**config.mk**
```make
export PLATFORM = sky130hd
export DESIGN_NAME = ps2_keymatrix_flat
export DESIGN_NICKNAME = d
export VERILOG_FILES = /design/src/rtl/ps2_keymatrix_if.sv /design/src/rtl/ps2_keymatrix.sv /design/src/flat_wrapper.sv
export SDC_FILE = /design/constraint.sdc
export NUM_CORES = 1
export LEC_CHECK = 0
export BUFFER_PORTS_ARGS = -buffer_cell sky130_fd_sc_hd__buf_4
export CAP_MARGIN = 25
export CORE_MARGIN = 3
export CORE_UTILIZATION = 59
export CTS_BUF_LIST = sky130_fd_sc_hd__clkbuf_4 sky130_fd_sc_hd__clkbuf_8
export CTS_CLUSTER_DIAMETER = 80
export DETAILED_ROUTE_END_ITERATION = 12
export PLACE_DENSITY = 0.8
export SLEW_MARGIN = 20
export SYNTH_ARGS = -nofsm -noshare
export SYNTH_HDL_FRONTEND = slang
export SYNTH_SLANG_ARGS = --single-unit
```
**constraint.sdc**
```tcl
create_clock -name clk14 -period 2.87 [get_ports clk14]
set_clock_uncertainty 0.05 [all_clocks]
set_input_delay 0.4305 -clock clk14 [delete_from_list [all_inputs] [get_ports clk14]]
set_output_delay 0.4305 -clock clk14 [all_outputs]
set_load 0.01 [all_outputs]
```
**src/rtl/ps2_keymatrix_if.sv**
```systemverilog
// PS/2 lines, CPU row select and matrix result shared by the host side and the keyboard front-end.
interface ps2_keymatrix_if;
  logic       ps2_clk;
  logic       ps2_dat;
  logic [7:0] a_hi;
  logic [4:0] kd;
  logic       key_rst_n;

  modport master (output ps2_clk, ps2_dat, a_hi, input kd, key_rst_n);
  modport slave  (input ps2_clk, ps2_dat, a_hi, output kd, key_rst_n);
endinterface

```
**src/rtl/ps2_keymatrix.sv**
```systemverilog
// PS/2 set-2 keyboard front-end synthesising the ZX Spectrum 8x5 key matrix.
// Optional Ctrl+Alt+Del reset request enabled by defining PS2_RESET_KEY_EN.
module ps2_keymatrix #(
  parameter int unsigned FILTER_LEN     = 8,
  parameter int unsigned TIMEOUT_CYCLES = 14000
) (
  input  logic           rst_n,
  input  logic           clk14,
  ps2_keymatrix_if.slave bus
);
  localparam int unsigned FW = $clog2(FILTER_LEN + 1);
  localparam int unsigned TW = $clog2(TIMEOUT_CYCLES + 1);

  typedef enum logic [1:0] {IDLE, DATA, PARITY, STOP} rx_state_t;
  typedef logic [7:0][4:0] kmat_t;

  logic [1:0]    clk_sync, dat_sync;
  logic          clk_f;
  logic [FW-1:0] flt_cnt;
  logic          edge_ev, fall;
  logic [TW-1:0] to_cnt;
  logic          timeout;

  rx_state_t state, state_nx;
  logic [2:0] bit_cnt, bit_cnt_nx;
  logic [7:0] shreg, shreg_nx;
  logic       par, par_nx;
  logic       byte_ok, byte_rdy;
  logic [7:0] byte_q;
  logic       ext, rel;
  kmat_t      matrix, mask;
  logic [4:0] kd_v;

  // A level change is taken only once the synchronised clock has differed for FILTER_LEN cycles.
  assign edge_ev = (clk_sync[1] != clk_f) && (flt_cnt == FW'(FILTER_LEN - 1));
  assign fall    = edge_ev && clk_f;
  assign timeout = (to_cnt == TW'(TIMEOUT_CYCLES));

  always_ff @(posedge clk14 or negedge rst_n) begin
    if (!rst_n) begin
      clk_sync <= 2'b11;
      dat_sync <= 2'b11;
      clk_f    <= 1'b1;
      flt_cnt  <= '0;
      to_cnt   <= '0;
    end else begin
      clk_sync <= {clk_sync[0], bus.ps2_clk};
      dat_sync <= {dat_sync[0], bus.ps2_dat};
      if (clk_sync[1] == clk_f) flt_cnt <= '0;
      else if (edge_ev) begin
        clk_f   <= clk_sync[1];
        flt_cnt <= '0;
      end else flt_cnt <= flt_cnt + FW'(1);
      if (edge_ev) to_cnt <= '0;
      else if (!timeout) to_cnt <= to_cnt + TW'(1);
    end
  end

  always_ff @(posedge clk14 or negedge rst_n) begin
    if (!rst_n) begin
      state    <= IDLE;
      bit_cnt  <= '0;
      shreg    <= '0;
      par      <= 1'b0;
      byte_rdy <= 1'b0;
      byte_q   <= '0;
    end else begin
      state    <= state_nx;
      bit_cnt  <= bit_cnt_nx;
      shreg    <= shreg_nx;
      par      <= par_nx;
      byte_rdy <= byte_ok;
      if (byte_ok) byte_q <= shreg;
    end
  end

  // A real edge takes priority over the saturated timeout so a start bit after long idle is kept.
  always_comb begin
    state_nx   = state;
    bit_cnt_nx = bit_cnt;
    shreg_nx   = shreg;
    par_nx     = par;
    byte_ok    = 1'b0;
    if (fall) begin
      case (state)
        IDLE: if (!dat_sync[1]) begin
          state_nx   = DATA;
          bit_cnt_nx = '0;
        end
        DATA: begin
          shreg_nx   = {dat_sync[1], shreg[7:1]};
          bit_cnt_nx = bit_cnt + 3'd1;
          if (bit_cnt == 3'd7) state_nx = PARITY;
        end
        PARITY: begin
          par_nx   = dat_sync[1];
          state_nx = STOP;
        end
        STOP: begin
          state_nx = IDLE;
          byte_ok  = dat_sync[1] && (^{shreg, par});
        end
        default: state_nx = IDLE;
      endcase
    end else if (timeout) begin
      state_nx   = IDLE;
      bit_cnt_nx = '0;
    end
  end

  function automatic kmat_t key_mask(input logic e, input logic [7:0] c);
    kmat_t m;
    m = '0;
    if (!e) begin
      case (c)
        8'h12, 8'h59: m[0][0] = 1'b1;
        8'h1A: m[0][1] = 1'b1;  8'h22: m[0][2] = 1'b1;  8'h21: m[0][3] = 1'b1;  8'h2A: m[0][4] = 1'b1;
        8'h1C: m[1][0] = 1'b1;  8'h1B: m[1][1] = 1'b1;  8'h23: m[1][2] = 1'b1;  8'h2B: m[1][3] = 1'b1;
        8'h34: m[1][4] = 1'b1;  8'h15: m[2][0] = 1'b1;  8'h1D: m[2][1] = 1'b1;  8'h24: m[2][2] = 1'b1;
        8'h2D: m[2][3] = 1'b1;  8'h2C: m[2][4] = 1'b1;  8'h16: m[3][0] = 1'b1;  8'h1E: m[3][1] = 1'b1;
        8'h26: m[3][2] = 1'b1;  8'h25: m[3][3] = 1'b1;  8'h2E: m[3][4] = 1'b1;  8'h45: m[4][0] = 1'b1;
        8'h46: m[4][1] = 1'b1;  8'h3E: m[4][2] = 1'b1;  8'h3D: m[4][3] = 1'b1;  8'h36: m[4][4] = 1'b1;
        8'h4D: m[5][0] = 1'b1;  8'h44: m[5][1] = 1'b1;  8'h43: m[5][2] = 1'b1;  8'h3C: m[5][3] = 1'b1;
        8'h35: m[5][4] = 1'b1;  8'h5A: m[6][0] = 1'b1;  8'h4B: m[6][1] = 1'b1;  8'h42: m[6][2] = 1'b1;
        8'h3B: m[6][3] = 1'b1;  8'h33: m[6][4] = 1'b1;  8'h29: m[7][0] = 1'b1;  8'h14: m[7][1] = 1'b1;
        8'h3A: m[7][2] = 1'b1;  8'h31: m[7][3] = 1'b1;  8'h32: m[7][4] = 1'b1;
        8'h66: begin m[0][0] = 1'b1; m[4][0] = 1'b1; end
        8'h76: begin m[0][0] = 1'b1; m[7][0] = 1'b1; end
        default: ;
      endcase
    end else begin
      case (c)
        8'h14: m[7][1] = 1'b1;
        8'h6B: begin m[0][0] = 1'b1; m[3][4] = 1'b1; end
        8'h72: begin m[0][0] = 1'b1; m[4][4] = 1'b1; end
        8'h75: begin m[0][0] = 1'b1; m[4][3] = 1'b1; end
        8'h74: begin m[0][0] = 1'b1; m[4][2] = 1'b1; end
        default: ;
      endcase
    end
    return m;
  endfunction

  assign mask = key_mask(ext, byte_q);

  always_ff @(posedge clk14 or negedge rst_n) begin
    if (!rst_n) begin
      matrix <= '0;
      ext    <= 1'b0;
      rel    <= 1'b0;
    end else if (byte_rdy) begin
      case (byte_q)
        8'hE0: ext <= 1'b1;
        8'hF0: rel <= 1'b1;
        8'hAA, 8'hFA, 8'hEE, 8'hFE, 8'h00, 8'hFF: ;
        default: begin
          matrix <= rel ? (matrix & ~mask) : (matrix | mask);
          ext    <= 1'b0;
          rel    <= 1'b0;
        end
      endcase
    end
  end

  always_comb begin
    kd_v = '1;
    for (int unsigned r = 0; r < 8; r++)
      if (!bus.a_hi[r[2:0]]) kd_v = kd_v & ~matrix[r[2:0]];
  end
  assign bus.kd = kd_v;

`ifdef PS2_RESET_KEY_EN
  logic ctrl_h, alt_h, del_h, krst_n;

  always_ff @(posedge clk14 or negedge rst_n) begin
    if (!rst_n) begin
      ctrl_h <= 1'b0;
      alt_h  <= 1'b0;
      del_h  <= 1'b0;
      krst_n <= 1'b1;
    end else begin
      krst_n <= ~(ctrl_h & alt_h & del_h);
      if (byte_rdy) begin
        case (byte_q)
          8'h14: ctrl_h <= ~rel;
          8'h11: alt_h  <= ~rel;
          8'h71: if (ext) del_h <= ~rel;
          default: ;
        endcase
      end
    end
  end
  assign bus.key_rst_n = krst_n;
`else
  assign bus.key_rst_n = 1'b1;
`endif
endmodule

```
**src/flat_wrapper.sv**
```systemverilog
// flat-port wrapper written by rule: the top's interface ports become plain ports
module ps2_keymatrix_flat 
#(
  parameter int unsigned FILTER_LEN     = 8,
  parameter int unsigned TIMEOUT_CYCLES = 14000
)
  (rst_n, clk14, bus_ps2_clk, bus_ps2_dat, bus_a_hi, bus_kd, bus_key_rst_n);
  ps2_keymatrix_if bus_i ();
  input  logic rst_n;
  input  logic clk14;
  input wire logic [$bits(bus_i.ps2_clk)-1:0] bus_ps2_clk;
  input wire logic [$bits(bus_i.ps2_dat)-1:0] bus_ps2_dat;
  input wire logic [$bits(bus_i.a_hi)-1:0] bus_a_hi;
  output wire logic [$bits(bus_i.kd)-1:0] bus_kd;
  output wire logic [$bits(bus_i.key_rst_n)-1:0] bus_key_rst_n;
  assign bus_i.ps2_clk = bus_ps2_clk;
  assign bus_i.ps2_dat = bus_ps2_dat;
  assign bus_i.a_hi = bus_a_hi;
  assign bus_kd = bus_i.kd;
  assign bus_key_rst_n = bus_i.key_rst_n;
  ps2_keymatrix #(.FILTER_LEN(FILTER_LEN), .TIMEOUT_CYCLES(TIMEOUT_CYCLES)) u_core (.rst_n(rst_n), .clk14(clk14), .bus(bus_i));
endmodule
```
# Word-level counts from Yosys, hierarchy flattened
# Index checks and enable logic that the tools add are counted.
# totals
elab_cells,212
out_inout_bits,6
n_memories,0
ram_bits,0
latchBits,0
register_bits,88
inputBits,12
romBits,0
# op_classes
n_reduce_logical,22
shifts,0
mux,78
magnitude_cmp,0
bitwise_logic,22
addsub,3
div_mod_pow,0
mul,0
eq_ne,66
# ops
operator,count
8-bit by 6-bit == test with 1-bit output (second input constant),23
8-bit by 7-bit == test with 1-bit output (second input constant),15
8-bit by 5-bit == test with 1-bit output (second input constant),9
8-bit == test (second input constant),7
1-bit two-way mux,49
40-bit AND,1
40-bit two-way mux,1
5-bit two-way mux,8
40-bit inverter,1
5-bit inverter,8
40-bit OR,1
5-bit AND,7
14-bit two-way mux,2
18-bit two-way mux,1
3-bit two-way mux,5
14-bit by 1-bit adder with 14-bit output (second input constant),1
14-bit == test (second input constant),1
7-bit OR reduction,2
2-bit AND reduction,6
11-bit two-way mux,1
2-bit two-way mux,5
3-bit inequality test (second input constant),3
9-bit XOR reduction,1
8-bit logical NOT,1
21 further kinds,32

# Depth between registers and ports, before layout
# depth
word_depth,16
ltp_mapped,8
ltp_nobuf,7

# Worst setup path after synthesis
# Ideal clock, no wire load.
# synth_path
path_kind,register -> register
startpoint,register u_core.flt_cnt[0]
endpoint,register u_core.byte_q[0]
path_stages_with_launch,7
t_arrival_ns,1.706
slack_ns,0.989
synth_period_minus_slack_ns,1.881
path_buffers,0
t_required_ns,2.695
setup_time_ns,0.125
cell_sequence,dfrtp_1 -> ha_1 -> nand3b_1 -> nor3b_2 -> nand3_2 -> nor2_8 -> mux2_4
# synth_via
elab_chain_len,4
# synth_rtl
item,line,text
start: declaration,ps2_keymatrix.sv:19,logic [FW-1:0] flt_cnt;
start signal: assignment,ps2_keymatrix.sv:53,end else flt_cnt <= flt_cnt + FW'(1);
4-bit by 3-bit == test with 1-bit output,ps2_keymatrix.sv:35,assign edge_ev = (clk_sync[1] != clk_f) && (flt_cnt == FW'(FILTER_LEN - 1));
1-bit logical AND,ps2_keymatrix.sv:35,
1-bit logical AND,ps2_keymatrix.sv:36,assign fall = edge_ev && clk_f;
1-bit two-way mux,ps2_keymatrix.sv:84,if (fall) begin
via u_core.byte_ok,ps2_keymatrix.sv:28,"logic byte_ok, byte_rdy;"
end signal: assignment,ps2_keymatrix.sv:73,if (byte_ok) byte_q <= shreg;
end: declaration,ps2_keymatrix.sv:29,logic [7:0] byte_q;
# The timed path passes the listed nets, and every way through them passes these cells.
# A chain may end at the register's enable or synchronous reset.

==> flow_results.org <==
** Synth
- After technology mapping, the gate count stands at 474.
- Share of flip-flops with an asynchronous set or reset after synthesis :: 100%
- Number of distinct standard cells referenced by the synthesized netlist :: 57
- By area the synthesized netlist is led by sky130_fd_sc_hd__dfrtp_1 43%, sky130_fd_sc_hd__mux2i_1 9.0%, sky130_fd_sc_hd__nor4_1 5.1%, sky130_fd_sc_hd__inv_1 3.9%, sky130_fd_sc_hd__nor2_1 2.8%.
- Mapped Nets :: 495
- Flops & latches, synth :: 88
- Yosys top cell area share :: 43.5%
- Share of synthesized area occupied by flip-flops and latches :: 46.2%
- Cell area after synthesis :: 4780 sq um
- The most used flip-flop cell after synthesis is sky130_fd_sc_hd__dfrtp_1.
- sky130_fd_sc_hd__dfrtp_1 takes more of the synthesized area than any other cell.
- Most instantiated library cell after synthesis :: sky130_fd_sc_hd__dfrtp_1
- A synthesized cell averages 10.1 sq um.
- The Yosys step of the flow raised 0 warnings.
- Commonest cells in the netlist :: 83 x sky130_fd_sc_hd__dfrtp_1, 50 x sky130_fd_sc_hd__inv_1, 43 x sky130_fd_sc_hd__mux2i_1
- Post-synth EDFFs :: 0

** Final layout
- Layout fillers :: 608
- Once layout is complete, the utilization of the core stands at 66.2%.
- 0 antenna diodes ended up in the layout.
- Compared with the post-synthesis result, the final layout area differs by 8.12%.
- Of the cells placed in the final design, the portion with a size suffix greater than 1 is 12.5%.
- Across the whole layout, storage elements account for 2210 sq um.
- For this run, the post-layout net count is 504.
- Multi-input logic area :: 2250 sq um

** Global routing
- Largest net degree at the start of global routing :: 49
- The number of antenna violations at the first check in global routing is 0.
- First-pass GRT wire length :: 16.9 mm
- The number of global-route vias before repair is 3495.
- Global routing used 23.8% of the available tracks.
- Leftover overflow at the end of global routing :: 0

** Power
- For this design the static power due to leakage is 2.16 nW.
- In this run the power density over the cells is 474 nW/um^2.
- The worst-case IR drop observed on VDD is 0.413 mV.

** Timing
- Adding up every negative setup slack in the final design gives 0 ns.
- Max-slew violation count :: 0
- Hold_ws :: -0.00137 ns
- Worst relative slew slack :: 42.8%
- Setup repair after global routing left no endpoint under its margin.
- Worst-Margin Slew :: 0.855 ns
- The worst path uses 81.9% of the clock period.
- Setup violations remaining at the end of the flow were counted as 0.
- Derived from the worst setup path, the maximum achievable clock frequency is 0.425 GHz.
- Minimum clock period after layout :: 2.35 ns
- Setup slack closes at 0.518 ns.
- The hold violation count in the final report is 5.

** Run status
- Run status :: complete, but fails checks
- Violated checks :: negative hold slack

** Setup path
- Worst-case register-to-register setup slack :: 0.52 ns
- Endpoint type of the worst setup path :: register
- Largest fanout on the critical path :: 28
- Required @ worst endpoint :: 3.10 ns
- Critical path arrival :: 2.58 ns
- The worst setup path is launched from a register.
- Classification of the worst setup path :: reg2reg

** Placed design
- At the end of routability-driven placement, the weighted congestion stood at 0.895.
- Port buffering added 16 buffers.
- Summed over all nets, the half-perimeter wirelength after detailed placement is 7.12 mm.
- Pre-CTS WS :: 0.562 ns

** Die
- Initial Util :: 61.2%
- During I/O placement, the number of pins put on the boundary was 18.
- Row Count :: 32
- From left edge to right edge, the die measures 96.0 um.
- The floorplan step defined a core boundary enclosing 7810 sq um.
- Area of the die :: 9210 sq um
- The die is 96.0 um tall.

** Route
- Starting DRC count in detailed routing :: 268
- Via count of the routed design :: 3584
- The routed design has 10.1 mm of wire.
- The first detailed-routing pass ran for 5 iterations.
- In the final routed layout, each cell accounts on average for 17.2 um.
- The detail route stage leaves a number of antenna-violating nets equal to 0.
- Remaining routing DRC violations :: 0
- Number of vias per cell :: 6.07

** Clocking
- TritonCTS buffer count :: 9
- Post-cts sizing count :: 0
- CTS tree :: yes
- The clock drives 88 sinks.
- Root Buffer :: sky130_fd_sc_hd__clkbuf_8
- Maximum level of the CTS H-tree :: 3
- The clock passes through at most 2 buffers.
- For the worst-skew pair, the clock arrives at the later sink with an insertion delay of 0.35 ns.
- Cts hold-fix bufs :: 0
- Buffers inserted during post-CTS setup optimization :: 0
- Clock Pin Slew Worst Setup and Hold Paths :: 0.10 ns

** Job
- Number of max-cap violations :: 0

** Hold path
- The path class of the tightest hold or removal check is in2async.
[report_power, final]
part / switching [mW] / internal [mW] / leakage [nW]
Clock: 0.462 / 0.320 / 0.0822
Combinational: 0.150 / 0.117 / 0.881
Sequential: 0.0761 / 1.32 / 1.19
[through the flow]
| step | power (mW) | std cells | instance area, sq um |
|---|---|---|---|
| 2_1_floorplan | 1.60 | 474 | 4780 |
| 3_3_place_gp | 1.67 | 574 | 4990 |
| 3_5_place_dp | 1.69 | 574 | 4990 |
| 4_1_cts | 2.47 | 590 | 5160 |
| 5_1_grt | 2.57 | 590 | 5160 |
| 6_report | 2.45 | 590 | 5160 |
[path summary, 6_finish.rpt]
| kind | start | endpoint | cells after the start |
|---|---|---|---|
| max in group asynchronous | rst_n | async pin | 2 |
| max reg2reg | u_core.byte_q[6] | register | 6 |
| max | u_core.byte_q[6] | register | 6 |
| min in group clk14 | bus_ps2_clk | u_core.clk_sync[0] | 1 |
| min | rst_n | u_core.to_cnt[10] | 1 |
| min reg2reg | u_core.clk_sync[0] | u_core.clk_sync[1] | 0 |
[routing by layer]
metal,track usage [%],vias to the layer above,share of wire [%]
li1,-,1689,-
met1,33.4,1736,44
met2,37.2,143,48
met3,4.14,16,6.7
met4,8.53,0,1.7
met5,0,-,0
[cell families after synthesis]
group	count (synthesis)	share of synthesized area, %
AO/OA/AOI/OAI	47	6.65
XOR/XNOR	23	4.53
adder cells (fa/ha/maj)	9	2.36
buffers and inverters	77	6.84
flip-flops	88	46.2
multiplexers	58	13.1
other	1	0.0785
AND/OR/NAND/NOR	171	20.2
[area by class of cell]
class / instances / area share, %
Multi-Input combinational cell: 309 / 43.7
Clock inverter: 7 / 1.04
Inverter: 51 / 3.71
Timing Repair Buffer: 24 / 3.97
Clock buffer: 9 / 2.40
Sequential cell: 88 / 42.8
Tap cell: 102 / 2.47
[critical path, cell delays in order, from the launching register on]
cell and delay [ns]:
sky130_fd_sc_hd__dfrtp_1 0.68, sky130_fd_sc_hd__nor2_1 0.08, sky130_fd_sc_hd__nand4_1 0.12, sky130_fd_sc_hd__nand3_1 0.38
sky130_fd_sc_hd__buf_12 0.32, sky130_fd_sc_hd__nor4_1 0.41, sky130_fd_sc_hd__mux2i_1 0.24
[cells in the final DEF, fill, tap and decap left out, types with 2 or more instances in the layout]
| cell | n |
|---|---|
| sky130_fd_sc_hd__nor4_1 | 39 |
| sky130_fd_sc_hd__mux2_1 | 8 |
| sky130_fd_sc_hd__mux2i_1 | 43 |
| sky130_fd_sc_hd__a32o_1 | 2 |
| sky130_fd_sc_hd__or3_1 | 2 |
| sky130_fd_sc_hd__a211oi_1 | 2 |
| sky130_fd_sc_hd__nand3_1 | 12 |
| sky130_fd_sc_hd__inv_6 | 2 |
| sky130_fd_sc_hd__and3b_1 | 3 |
| sky130_fd_sc_hd__nand3b_1 | 4 |
| sky130_fd_sc_hd__nor3b_1 | 4 |
| sky130_fd_sc_hd__nor2b_1 | 5 |
| sky130_fd_sc_hd__and2_1 | 2 |
| sky130_fd_sc_hd__nand2b_1 | 7 |
| sky130_fd_sc_hd__a31oi_1 | 2 |
| sky130_fd_sc_hd__xor2_1 | 7 |
| sky130_fd_sc_hd__clkbuf_8 | 9 |
| sky130_fd_sc_hd__o22ai_1 | 20 |
| sky130_fd_sc_hd__clkinvlp_4 | 3 |
| sky130_fd_sc_hd__nor4_2 | 2 |
| sky130_fd_sc_hd__nor4b_1 | 4 |
| sky130_fd_sc_hd__nor3_1 | 6 |
| sky130_fd_sc_hd__nor2_1 | 36 |
| sky130_fd_sc_hd__o2111ai_1 | 2 |
| sky130_fd_sc_hd__buf_12 | 2 |
| sky130_fd_sc_hd__dfrtp_1 | 83 |
| sky130_fd_sc_hd__o21ai_1 | 2 |
| sky130_fd_sc_hd__a21o_1 | 2 |
| sky130_fd_sc_hd__nand2_1 | 27 |
| sky130_fd_sc_hd__inv_1 | 50 |
| sky130_fd_sc_hd__ha_1 | 9 |
| sky130_fd_sc_hd__mux2_4 | 7 |
| sky130_fd_sc_hd__and3_1 | 3 |
| sky130_fd_sc_hd__o21ai_0 | 2 |
| sky130_fd_sc_hd__buf_4 | 22 |
| sky130_fd_sc_hd__nand4_1 | 7 |
| sky130_fd_sc_hd__dfstp_2 | 5 |
| sky130_fd_sc_hd__a21oi_1 | 5 |
| sky130_fd_sc_hd__xnor2_1 | 15 |
Note: power is estimated with default switching activity, not from simulation.
